## src/rtl/ticket_pkg.sv

```systemverilog
// Shared widths, number range, FSM encoding and LFSR taps for the ticket/queue/counter path.
// Number 0 is reserved downstream as "empty", so valid numbers run NUM_MIN..NUM_MAX.
package ticket_pkg;

    localparam int NUM_W  = 4;
    localparam int TIME_W = 4;

    localparam logic [NUM_W-1:0]  NUM_MIN  = 4'd1;
    localparam logic [NUM_W-1:0]  NUM_MAX  = 4'd15;
    localparam logic [TIME_W-1:0] TIME_MAX = 4'd7;

    typedef enum logic {
        ST_IDLE = 1'b0,
        ST_WAIT = 1'b1
    } state_t;

    // x^8 + x^6 + x^5 + x^4 + 1, bit 7 is tap 8
    localparam logic [7:0] LFSR_TAPS = 8'b1011_1000;

    function automatic logic [TIME_W-1:0] map_time(
        input logic       man_en,
        input logic [2:0] man_time,
        input logic [2:0] rnd
    );
        logic [2:0] t;
        if (man_en)
            t = (man_time == 3'd0) ? 3'd1 : man_time;
        else
            t = (rnd == 3'd0) ? 3'd4 : rnd;
        return {1'b0, t};
    endfunction

endpackage

```

## src/rtl/btn_debounce.sv

```systemverilog
// Purpose: 2-flop synchronizer + level debounce + rising-edge press pulse for a front-panel button.
// Latency: press fires 2 + DB_CYCLES cycles after a clean rising input.
// Backpressure: none; press is a fire-and-forget single-cycle pulse.
module btn_debounce #(
    parameter logic [15:0] DB_CYCLES = 16'd50000
) (
    input  logic clk,
    input  logic rst,
    input  logic btn,
    output logic press
);

    localparam int CNT_W = $clog2(DB_CYCLES) + 1;
    localparam logic [CNT_W-1:0] CNT_MAX = CNT_W'(DB_CYCLES - 16'd1);

    logic [1:0]       sync;
    logic             btn_s;
    logic             level;
    logic             level_q;
    logic [CNT_W-1:0] cnt;

    assign btn_s = sync[1];

    always_ff @(posedge clk or posedge rst) begin
        if (rst) begin
            sync    <= 2'b00;
            level   <= 1'b0;
            level_q <= 1'b0;
            cnt     <= '0;
        end else begin
            sync    <= {sync[0], btn};
            level_q <= level;
            // any disagreeing sample restarts the qualification window
            if (btn_s == level) begin
                cnt <= '0;
            end else if (cnt == CNT_MAX) begin
                level <= btn_s;
                cnt   <= '0;
            end else begin
                cnt <= cnt + 1'b1;
            end
        end
    end

    assign press = level & ~level_q;

endmodule

```

## src/rtl/ticket_gen.sv

```systemverilog
// Purpose: turn a debounced button press into a {number, service time} customer record.
// Latency: out_valid one cycle after the press pulse; deferred while stall is high.
// Backpressure: stall holds one pending request; further presses while pending are dropped.
module ticket_gen
    import ticket_pkg::*;
#(
    parameter logic [15:0] DB_CYCLES = 16'd50000,
    parameter logic [7:0]  LFSR_SEED = 8'hA5
) (
    input  logic              clk,
    input  logic              rst,
    input  logic              btn,
    input  logic              stall,
    input  logic              man_en,
    input  logic [2:0]        man_time,
    output logic              out_valid,
    output logic [NUM_W-1:0]  out_num,
    output logic [TIME_W-1:0] out_time,
    output logic              pending,
    output logic              drop
);

    logic              req;
    logic              issue;
    state_t            state;
    logic [NUM_W-1:0]  next_num;
    logic [NUM_W-1:0]  num_inc;
    logic [TIME_W-1:0] time_sel;
    logic [7:0]        lfsr;

    btn_debounce #(
        .DB_CYCLES (DB_CYCLES)
    ) u_btn_debounce (
        .clk   (clk),
        .rst   (rst),
        .btn   (btn),
        .press (req)
    );

    // free-running so the drawn time depends on when the customer arrives
    always_ff @(posedge clk or posedge rst) begin
        if (rst)
            lfsr <= LFSR_SEED;
        else
            lfsr <= {lfsr[6:0], ^(lfsr & LFSR_TAPS)};
    end

    always_comb begin
        time_sel = map_time(man_en, man_time, lfsr[2:0]);
        num_inc  = (next_num == NUM_MAX) ? NUM_MIN : next_num + 1'b1;
        issue    = !stall && ((state == ST_WAIT) || req);
    end

    always_ff @(posedge clk or posedge rst) begin
        if (rst) begin
            state     <= ST_IDLE;
            next_num  <= NUM_MIN;
            out_valid <= 1'b0;
            out_num   <= '0;
            out_time  <= '0;
            pending   <= 1'b0;
            drop      <= 1'b0;
        end else begin
            out_valid <= issue;
            drop      <= (state == ST_WAIT) && req;
            if (issue) begin
                out_num  <= next_num;
                out_time <= time_sel;
                next_num <= num_inc;
            end
            case (state)
                ST_IDLE: begin
                    if (req && stall) begin
                        state   <= ST_WAIT;
                        pending <= 1'b1;
                    end
                end
                ST_WAIT: begin
                    if (!stall) begin
                        state   <= ST_IDLE;
                        pending <= 1'b0;
                    end
                end
                default: begin
                    state   <= ST_IDLE;
                    pending <= 1'b0;
                end
            endcase
        end
    end

endmodule

```

## config.mk

```make
export PLATFORM = sky130hd
export DESIGN_NAME = ticket_gen
export DESIGN_NICKNAME = d
export VERILOG_FILES = /design/src/rtl/ticket_pkg.sv /design/src/rtl/btn_debounce.sv /design/src/rtl/ticket_gen.sv
export SDC_FILE = /design/constraint.sdc
export NUM_CORES = 1
export LEC_CHECK = 0
export ABC_AREA = 0
export CAP_MARGIN = 40
export CORE_MARGIN = 10
export CORE_UTILIZATION = 39
export DETAILED_ROUTE_END_ITERATION = 6
export GPL_TIMING_DRIVEN = 0
export HOLD_SLACK_MARGIN = 0.02
export PLACE_DENSITY = 0.62
export REMOVE_ABC_BUFFERS = 1
export SETUP_SLACK_MARGIN = 0.02
export SLEW_MARGIN = 20
export SYNTH_ARGS = -nofsm -noshare
export SYNTH_HDL_FRONTEND = slang
export SYNTH_SLANG_ARGS = --single-unit
```

## constraint.sdc

```tcl
create_clock -name clk -period 2.1 [get_ports clk]
set_clock_uncertainty 0.05 [all_clocks]
set_input_delay 0.63 -clock clk [delete_from_list [all_inputs] [get_ports clk]]
set_output_delay 0.63 -clock clk [all_outputs]
set_load 0.02 [all_outputs]
```

==> results.cfg, run 1 <==
[run_status]
status = finished clean

[sta]
period_share_pct = 93.5
hold_slack_ns = 0.305
max_freq_mhz = 509
finalSetupTns_ns = 0
slew_viol_final = 0
tightest_slew_ns = 0.567
slew_headroom_pct = 62.2
finalSetupViolations = 0
rsz0062_at_grt = false
period_needed_ns = 1.96
worst_slack_ns = 0.136
hold_viol = 0

[placed_design]
portBuffers = 17
pre_cts_ws_ns = -0.380
globalplace.congestion = 0.859
dp_hpwl_um = 2490
dp_cells = 240

[clocking]
cts_root_buffer = clkbuf_8
cts.sinks = 44
cts.clk_slew.worst_paths_ns = 0.08
clk_latency_ns = 0.30
cts_tree = done
cts_buffers = 5
clock_path_buffers = 2
htreeDepth = 2

[floorplanning]
initial_utilization_pct = 41.1
rows = 24
die_w_um = 88.7
ios = 19
die_h_um = 88.7
die-area_um2 = 7860
core_area_um2 = 4470

[setup_path]
cp.arrival_ns = 1.28
r2r_slack_ns = 0.29
r2r_start = u_btn_debounce.cnt[0]
worst_path_largest_cell_delay_ns = 0.61
crit_buf_inv = 1
rr_endpoint = u_btn_debounce.cnt[13]
worst_setup_path_end_kind = output pin
ff2ff_path_depth = 6
cp_max_fo = 3
worstSetupPathType = register to output pin
path_cells = clkdlybuf4s50_1
start_kind = register
worst_ep_required_time_ns = 1.42
slowest_stage = clkdlybuf4s50_1
cp_top_family = buffers and inverters

[drt]
routed_wl_um = 3460
first_iter_violations = 75
drc = 0
top_layer = met4
via_count = 1264
ant_nets = 0
avgRoutedWirePerCell_um = 14.0
via_per_inst = 5.10
wl_met1_um = 1570
met2_length_um = 1590
dr_wl_met3_um = 240
firstDrtPassIters = 4

[worst_hold_path]
min_delay_path_depth = 0
hold_end = u_btn_debounce.sync[1]
hold_class = register to register
hold_start = u_btn_debounce.sync[0]

[grt]
grt_overflow_total = 0
gr-usage-all-layers_pct = 10.0
grt_pass1_wl_um = 6020
grt_start_max_net_pins = 27
grt_pass1_vias = 1262
antenna_found_initial = 0

[finish]
multiInputGateArea_um2 = 693
fin_cells = 248
area.sequential_um2 = 1110
num_antenna_cells = 0
layout_common_cells = 39 x dfrtp_1, 24 x nor2_1, 21 x nand2_1, 17 x clkdlybuf4s50_1, 15 x xnor2_1
fillCellCount = 403
drive_gt1_share_pct = 10.7
area_growth_syn_to_layout_pct = 20.5
final_common_cell = dfrtp_1
finalNetCount = 205

[run]
cap_violations = 0

[synth]
synthCells = 172
synth_area_um2 = 1840
yosysWarningCount = 0
ys_seq_area_share_pct = 60.2
ys_ff_latch = 44
avgSynthCellArea_um2 = 10.7
synth_cell_types = 35

[power_and_ir_drop]
p_per_area_nw_per_um2 = 741
power.total_mw = 1.64
p_leak_nw = 0.970
ir_drop_mv = 0.406
-- cell families after synthesis --
logic type / Yosys count / synth area share, %
AND/OR/NAND/NOR: 75 / 19.7
flip-flops: 44 / 60.2
XOR/XNOR: 19 / 9.05
AO/OA/AOI/OAI: 18 / 5.85
buffers and inverters: 11 / 2.52
adder cells (fa/ha/maj): 2 / 1.36
multiplexers: 2 / 1.16
other: 1 / 0.204
-- power by group --
| group | switching [mW] | total, mW | internal, mW |
|---|---|---|---|
| Clock | 0.293 | 0.651 | 0.358 |
| Combinational | 0.0588 | 0.106 | 0.0476 |
| Sequential | 0.0166 | 0.885 | 0.868 |
-- cells in the mapped netlist (all sizes together) --
| cell | instances | area share (%) |
|---|---|---|
| or3 | 1 | 0.34 |
| nor2 | 24 | 4.9 |
| o311ai | 1 | 0.48 |
| or4 | 1 | 0.41 |
| o21ai | 7 | 1.9 |
| o211ai | 1 | 0.41 |
| a21o | 1 | 0.41 |
| xor2 | 4 | 1.9 |
| a21oi | 5 | 1.4 |
| inv | 8 | 1.6 |
| nand4 | 6 | 2.4 |
| mux2 | 1 | 0.61 |
| nor3 | 6 | 1.6 |
| o31ai | 1 | 0.41 |
| a311oi | 1 | 0.48 |
| dfrtp | 39 | 53 |
| nand2 | 21 | 4.3 |
| nand2b | 2 | 0.68 |
| nor4 | 4 | 1.4 |
| buf | 2 | 0.68 |
| a211oi | 1 | 0.41 |
| xnor2 | 15 | 7.1 |
| and3 | 1 | 0.34 |
| and4b | 1 | 0.54 |
| dfstp | 5 | 7.1 |
| nor2b | 1 | 0.34 |
| ha | 2 | 1.4 |
| nand3 | 7 | 2.4 |
| conb | 1 | 0.20 |
| mux2i | 1 | 0.54 |
| clkbuf | 1 | 0.20 |
-- registers in the layout, indices dropped and copies added, names as in the netlist --
name / count
pending: 1
next_num: 4
drop: 1
state: 1
out_valid: 1
u_btn_debounce.level: 1
out_num: 4
u_btn_debounce.level_q: 1
u_btn_debounce.cnt: 17
lfsr: 8
u_btn_debounce.sync: 2
out_time: 3
-- worst max path at each step --
stage / startpoint / end / slack, ns / cells after the start
2_1_floorplan: u_btn_debounce.cnt[0] / u_btn_debounce.cnt[10] / 0.30 / 5
4_1_cts: u_btn_debounce.cnt[0] / u_btn_debounce.cnt[13] / 0.07 / 6
6_report: pending / pending / 0.14 / 1
5_1_grt: pending / pending / 0.07 / 1
3_5_place_dp: stall / out_time[2] / -0.38 / 6
3_3_place_gp: rst / u_btn_debounce.sync[0] / -0.43 / 2
-- stage by stage --
stage | instance area, um2 | util [%]
6_report | 2220 | 49.5
5_1_grt | 2220 | 49.5
4_1_cts | 2210 | 49.4
3_5_place_dp | 2090 | 46.8
3_3_place_gp | 2060 | 46.0
2_1_floorplan | 1820 | -
-- cell type report --
type | instances | area share (%)
Sequential cell | 44 | 50.0
Multi-Input combinational cell | 117 | 31.3
Timing Repair Buffer | 19 | 9.26
Clock buffer | 5 | 3.11
Tap cell | 52 | 2.94
Clock inverter | 3 | 2.09
Inverter | 8 | 1.36
-- timing repair --
| item | CTS | global route |
|---|---|---|
| pin swaps | 0 | 0 |
| setup endpoints to repair | 3 | 9 |
| hold buffers | 0 | 0 |
| buffers inserted | 0 | 0 |
| resized for setup | 1 | 1 |
-- metal layers --
metal,GRT usage [%],vias up
met5,0,-
met4,4.99,0
met3,4.60,6
met2,15.2,21
met1,11.7,611
li1,-,626
Power figures use the tool's default switching activity.
==> run 2, diff against run 1 <==
Settings changed: CAP_MARGIN 40 to 10.
==> run 2 against run 1 <==
  * Via count decreased by 1.3%
  * Flip-flop and latch count unchanged
  * Register-to-register slack improved by 0.02 ns
  * First-iteration DRC count increased by 11%
  * Total power decreased by 6.4%
==> results.cfg, run 2 (synthesis results as in run 1) <==
[finish]
largest_reg_flops = 17
finalNetCount = 204
drive_gt1_share_pct = 10.3
final_common_cell = dfrtp_1
area_growth_syn_to_layout_pct = 19.5
num_antenna_cells = 0
regMostFlops = u_btn_debounce.cnt
largestRegisters = u_btn_debounce.cnt: 17 flops, lfsr: 8 flops
fillCellCount = 408
utilization_pct = 49.1
layout_common_cells = 39 x dfrtp_1, 24 x nor2_1, 21 x nand2_1, 17 x clkdlybuf4s50_1, 15 x xnor2_1

[sta]
hold_viol = 0
slew_viol_final = 0
period_needed_ns = 1.96
max_freq_mhz = 510
finalSetupViolations = 0
slew_headroom_pct = 60.4
rsz0062_at_grt = false
hold_slack_ns = 0.304
finalSetupTns_ns = 0
tightest_slew_ns = 0.594
period_share_pct = 93.5

[floorplanning]
core_area_um2 = 4470
die_w_um = 88.7
ios = 19
die_h_um = 88.7
initial_utilization_pct = 41.1
die-area_um2 = 7860
rows = 24

[drt]
avgRoutedWirePerCell_um = 14.0
via_count = 1247
ant_nets = 0
routed_wl_um = 3460
via_per_inst = 5.05
firstDrtPassIters = 4
drc = 0
first_iter_violations = 83

[power_and_ir_drop]
p_leak_nw = 0.955
power.total_mw = 1.54
p_per_area_nw_per_um2 = 699
ir_drop_mv = 0.525

[grt]
grt_overflow_total = 0
grt_start_max_net_pins = 27
antenna_found_initial = 0
gr-usage-all-layers_pct = 9.75
grt_pass1_wl_um = 6090
grt_pass1_vias = 1279

[setup_path]
worst_setup_path_end_kind = output pin
ff2ff_path_depth = 4
worstSetupPathType = register to output pin
slowest_stage = clkdlybuf4s50_1
cp.arrival_ns = 1.28
path_cells = clkdlybuf4s50_1
crit_buf_inv = 1
cp_max_fo = 3
start_kind = register
worst_path_largest_cell_delay_ns = 0.61
crit_cells = 1
worst_ep_required_time_ns = 1.42
cp_top_family = buffers and inverters

[placed_design]
portBuffers = 17
dp_hpwl_um = 2500
globalplace.congestion = 0.859

[run_status]
status = finished clean

[worst_hold_path]
min_delay_path_depth = 0
hold_class = register to register

[clocking]
cts.clk_slew.worst_paths_ns = 0.09
htreeDepth = 2
cts_tree = done
cts_root_buffer = clkbuf_8
cts.sinks = 44
clk_latency_ns = 0.29
cts_setup_buffers = 0
cts_buffers = 5
clock_path_buffers = 2

[run]
cap_violations = 0
[run 2: cell type report]
class / instances / area (um2) / share of cell area (%)
clock buffers: 6 / 82.6 / 3.76
clock inverters: 2 / 15.0 / 0.683
inverters: 8 / 30.0 / 1.37
multi-input cells: 117 / 701 / 31.9
flip-flops and latches: 44 / 1110 / 50.4
well taps: 52 / 65.1 / 2.96
repair buffers: 18 / 198 / 8.99
[run 2: where the power goes]
group	switching [mW]	internal (mW)
logic	0.0597	0.0469
clock network	0.279	0.266
registers	0.0169	0.868
total	0.355	1.18
[run 2: repair_timing]
| item | in CTS | in global routing |
|---|---|---|
| pin swaps | 0 | 0 |
| resized for setup | 2 | 1 |
| endpoints found under the setup margin | 20 | 1 |
| hold buffers | 0 | 0 |
[run 2: stage by stage]
stage	instances	setup WS, ns	instance area (um2)
floorplan	169	0.295	1820
global placement	238	-0.426	2060
detailed placement	239	-0.382	2090
CTS	247	0.123	2190
global route	247	0.0867	2200
finish	247	0.137	2200
[run 2: per-layer routing]
metal / vias up / track usage, % / share of wire (%)
li1: 622 / - / -
met1: 601 / 11.9 / 47
met2: 19 / 15.6 / 46
met3: 5 / 3.22 / 6.3
met4: 0 / 3.67 / 1.1
met5: - / 0 / 0
[run 2: worst paths after layout]
kind | startpoint | to | slack [ns]
min in group asynchronous | rst | out_num[2] | 0.67
hold reg to reg | lfsr[6] | lfsr[7] | 0.30
hold / removal | lfsr[6] | lfsr[7] | 0.30
setup / recovery | pending | pending | 0.14
max in group asynchronous | rst | u_btn_debounce.cnt[13] | 0.82
setup reg to reg | u_btn_debounce.cnt[4] | u_btn_debounce.cnt[15] | 0.31
==> run 3, diff against run 2 <==
Settings changed: GPL_TIMING_DRIVEN 0 to not set, PLACE_DENSITY 0.62 to not set, PLACE_DENSITY_LB_ADDON set to 0.05.
==> run 3 against run 2 <==
  * Cell count increased by 0.81%
  * Wire length decreased by 2.3%
  * Non-clock buffer count increased by 2
  * Sequential share of layout area increased by 0.55 points
  * Flip-flop and latch count unchanged
  * Global-route usage about the same
  * Count of clock-buffer cells in the layout increased by 1
  * Design area decreased by 1.1%
  * Highest routed layer unchanged
==> results.cfg, run 3 (synthesis results as in run 1) <==
[power_and_ir_drop]
ir_drop_mv = 0.362
p_per_area_nw_per_um2 = 684
p_leak_nw = 0.958
power.total_mw = 1.49

[sta]
worst_slack_ns = 0.140
hold_viol = 0
rsz0062_at_grt = false
finalSetupViolations = 0
period_needed_ns = 1.96
hold_slack_ns = 0.305
finalSetupTns_ns = 0
period_share_pct = 93.3
slew_viol_final = 0
max_freq_mhz = 510

[grt]
antenna_found_initial = 0
gr-usage-all-layers_pct = 9.71
grt_start_max_net_pins = 45
grt_overflow_total = 0
grt_pass1_wl_um = 5970
grt_pass1_vias = 1308

[finish]
final_common_cell = dfrtp_1
largestRegisters = u_btn_debounce.cnt: 17 flops, lfsr: 8 flops
num_antenna_cells = 0
fin_cells = 249
finalNetCount = 206
regMostFlops = u_btn_debounce.cnt
drive_gt1_share_pct = 8.63
utilization_pct = 48.6
area_growth_syn_to_layout_pct = 18.2
post-route-cell-area_um2 = 2170
layout_common_cells = 39 x dfrtp_1, 24 x nor2_1, 21 x nand2_1, 17 x clkdlybuf4s50_1, 15 x xnor2_1
largest_reg_flops = 17

[setup_path]
crit_buf_inv = 1
worst_path_largest_cell_delay_ns = 0.61
cp_max_fo = 3
slowest_stage = clkdlybuf4s50_1
r2r_slack_ns = 0.32
rr_endpoint = u_btn_debounce.cnt[15]
ff2ff_path_depth = 4
r2r_start = u_btn_debounce.cnt[5]
start_kind = register
cp.arrival_ns = 1.28
worst_ep_required_time_ns = 1.42
worstSetupPathType = register to output pin
worst_setup_path_end_kind = output pin
path_cells = clkdlybuf4s50_1
cp_top_family = buffers and inverters

[drt]
ant_nets = 0
drc = 0
first_iter_violations = 25
routed_wl_um = 3380
avgRoutedWirePerCell_um = 13.6
via_count = 1249
firstDrtPassIters = 4
via_per_inst = 5.02

[clocking]
htreeDepth = 2
cts.clk_slew.worst_paths_ns = 0.08
cts_setup_buffers = 0
cts_hold_buf = 0
cts_root_buffer = clkbuf_8
cts_resized = 0
cts_tree = done
clock_path_buffers = 2
cts.sinks = 44
cts_buffers = 5
clk_latency_ns = 0.29

[run_status]
status = finished clean

[worst_hold_path]
hold_start = lfsr[6]
hold_class = register to register
hold_end = lfsr[7]
min_delay_path_depth = 0

[placed_design]
globalplace.congestion = 0.766
dp_hpwl_um = 2450
dpl_cell_area_um2 = 2090
dp_cells = 241
pre_cts_ws_ns = 0.200
portBuffers = 17

[floorplanning]
die_h_um = 88.7
core_area_um2 = 4470
rows = 24
initial_utilization_pct = 41.1
die-area_um2 = 7860
ios = 19
die_w_um = 88.7

[run]
cap_violations = 0
[run 3: worst max-delay path by stage]
stage,startpoint,to,slack (ns),cells past startpoint
after floorplan,u_btn_debounce.cnt[0],u_btn_debounce.cnt[10],0.30,5
after global placement,stall,out_time[0],0.23,6
after detailed placement,stall,out_time[0],0.20,6
after CTS,pending,pending,0.12,1
after global routing,pending,pending,0.08,1
final,pending,pending,0.14,1
[run 3: area by class of cell]
type                            count  area [um2]
Inverter                            8        30.0
Fill cell                         416        2300
Tap cell                           52        65.1
Timing Repair Buffer               20         205
Sequential cell                    44        1110
Clock buffer                        7        76.3
Clock inverter                      1        5.00
Multi-Input combinational cell    117         686
[run 3: report_power, final]
part | internal, mW | leakage (nW) | switching, mW
Sequential | 0.869 | 0.584 | 0.0165
Combinational | 0.0461 | 0.331 | 0.0564
Clock | 0.233 | 0.0422 | 0.267
[run 3: per-layer routing]
layer	track usage (%)	part of all wire (%)
met4	4.41	2.7
met5	0	0
met2	16.0	47
met1	11.0	45
met3	3.49	4.9
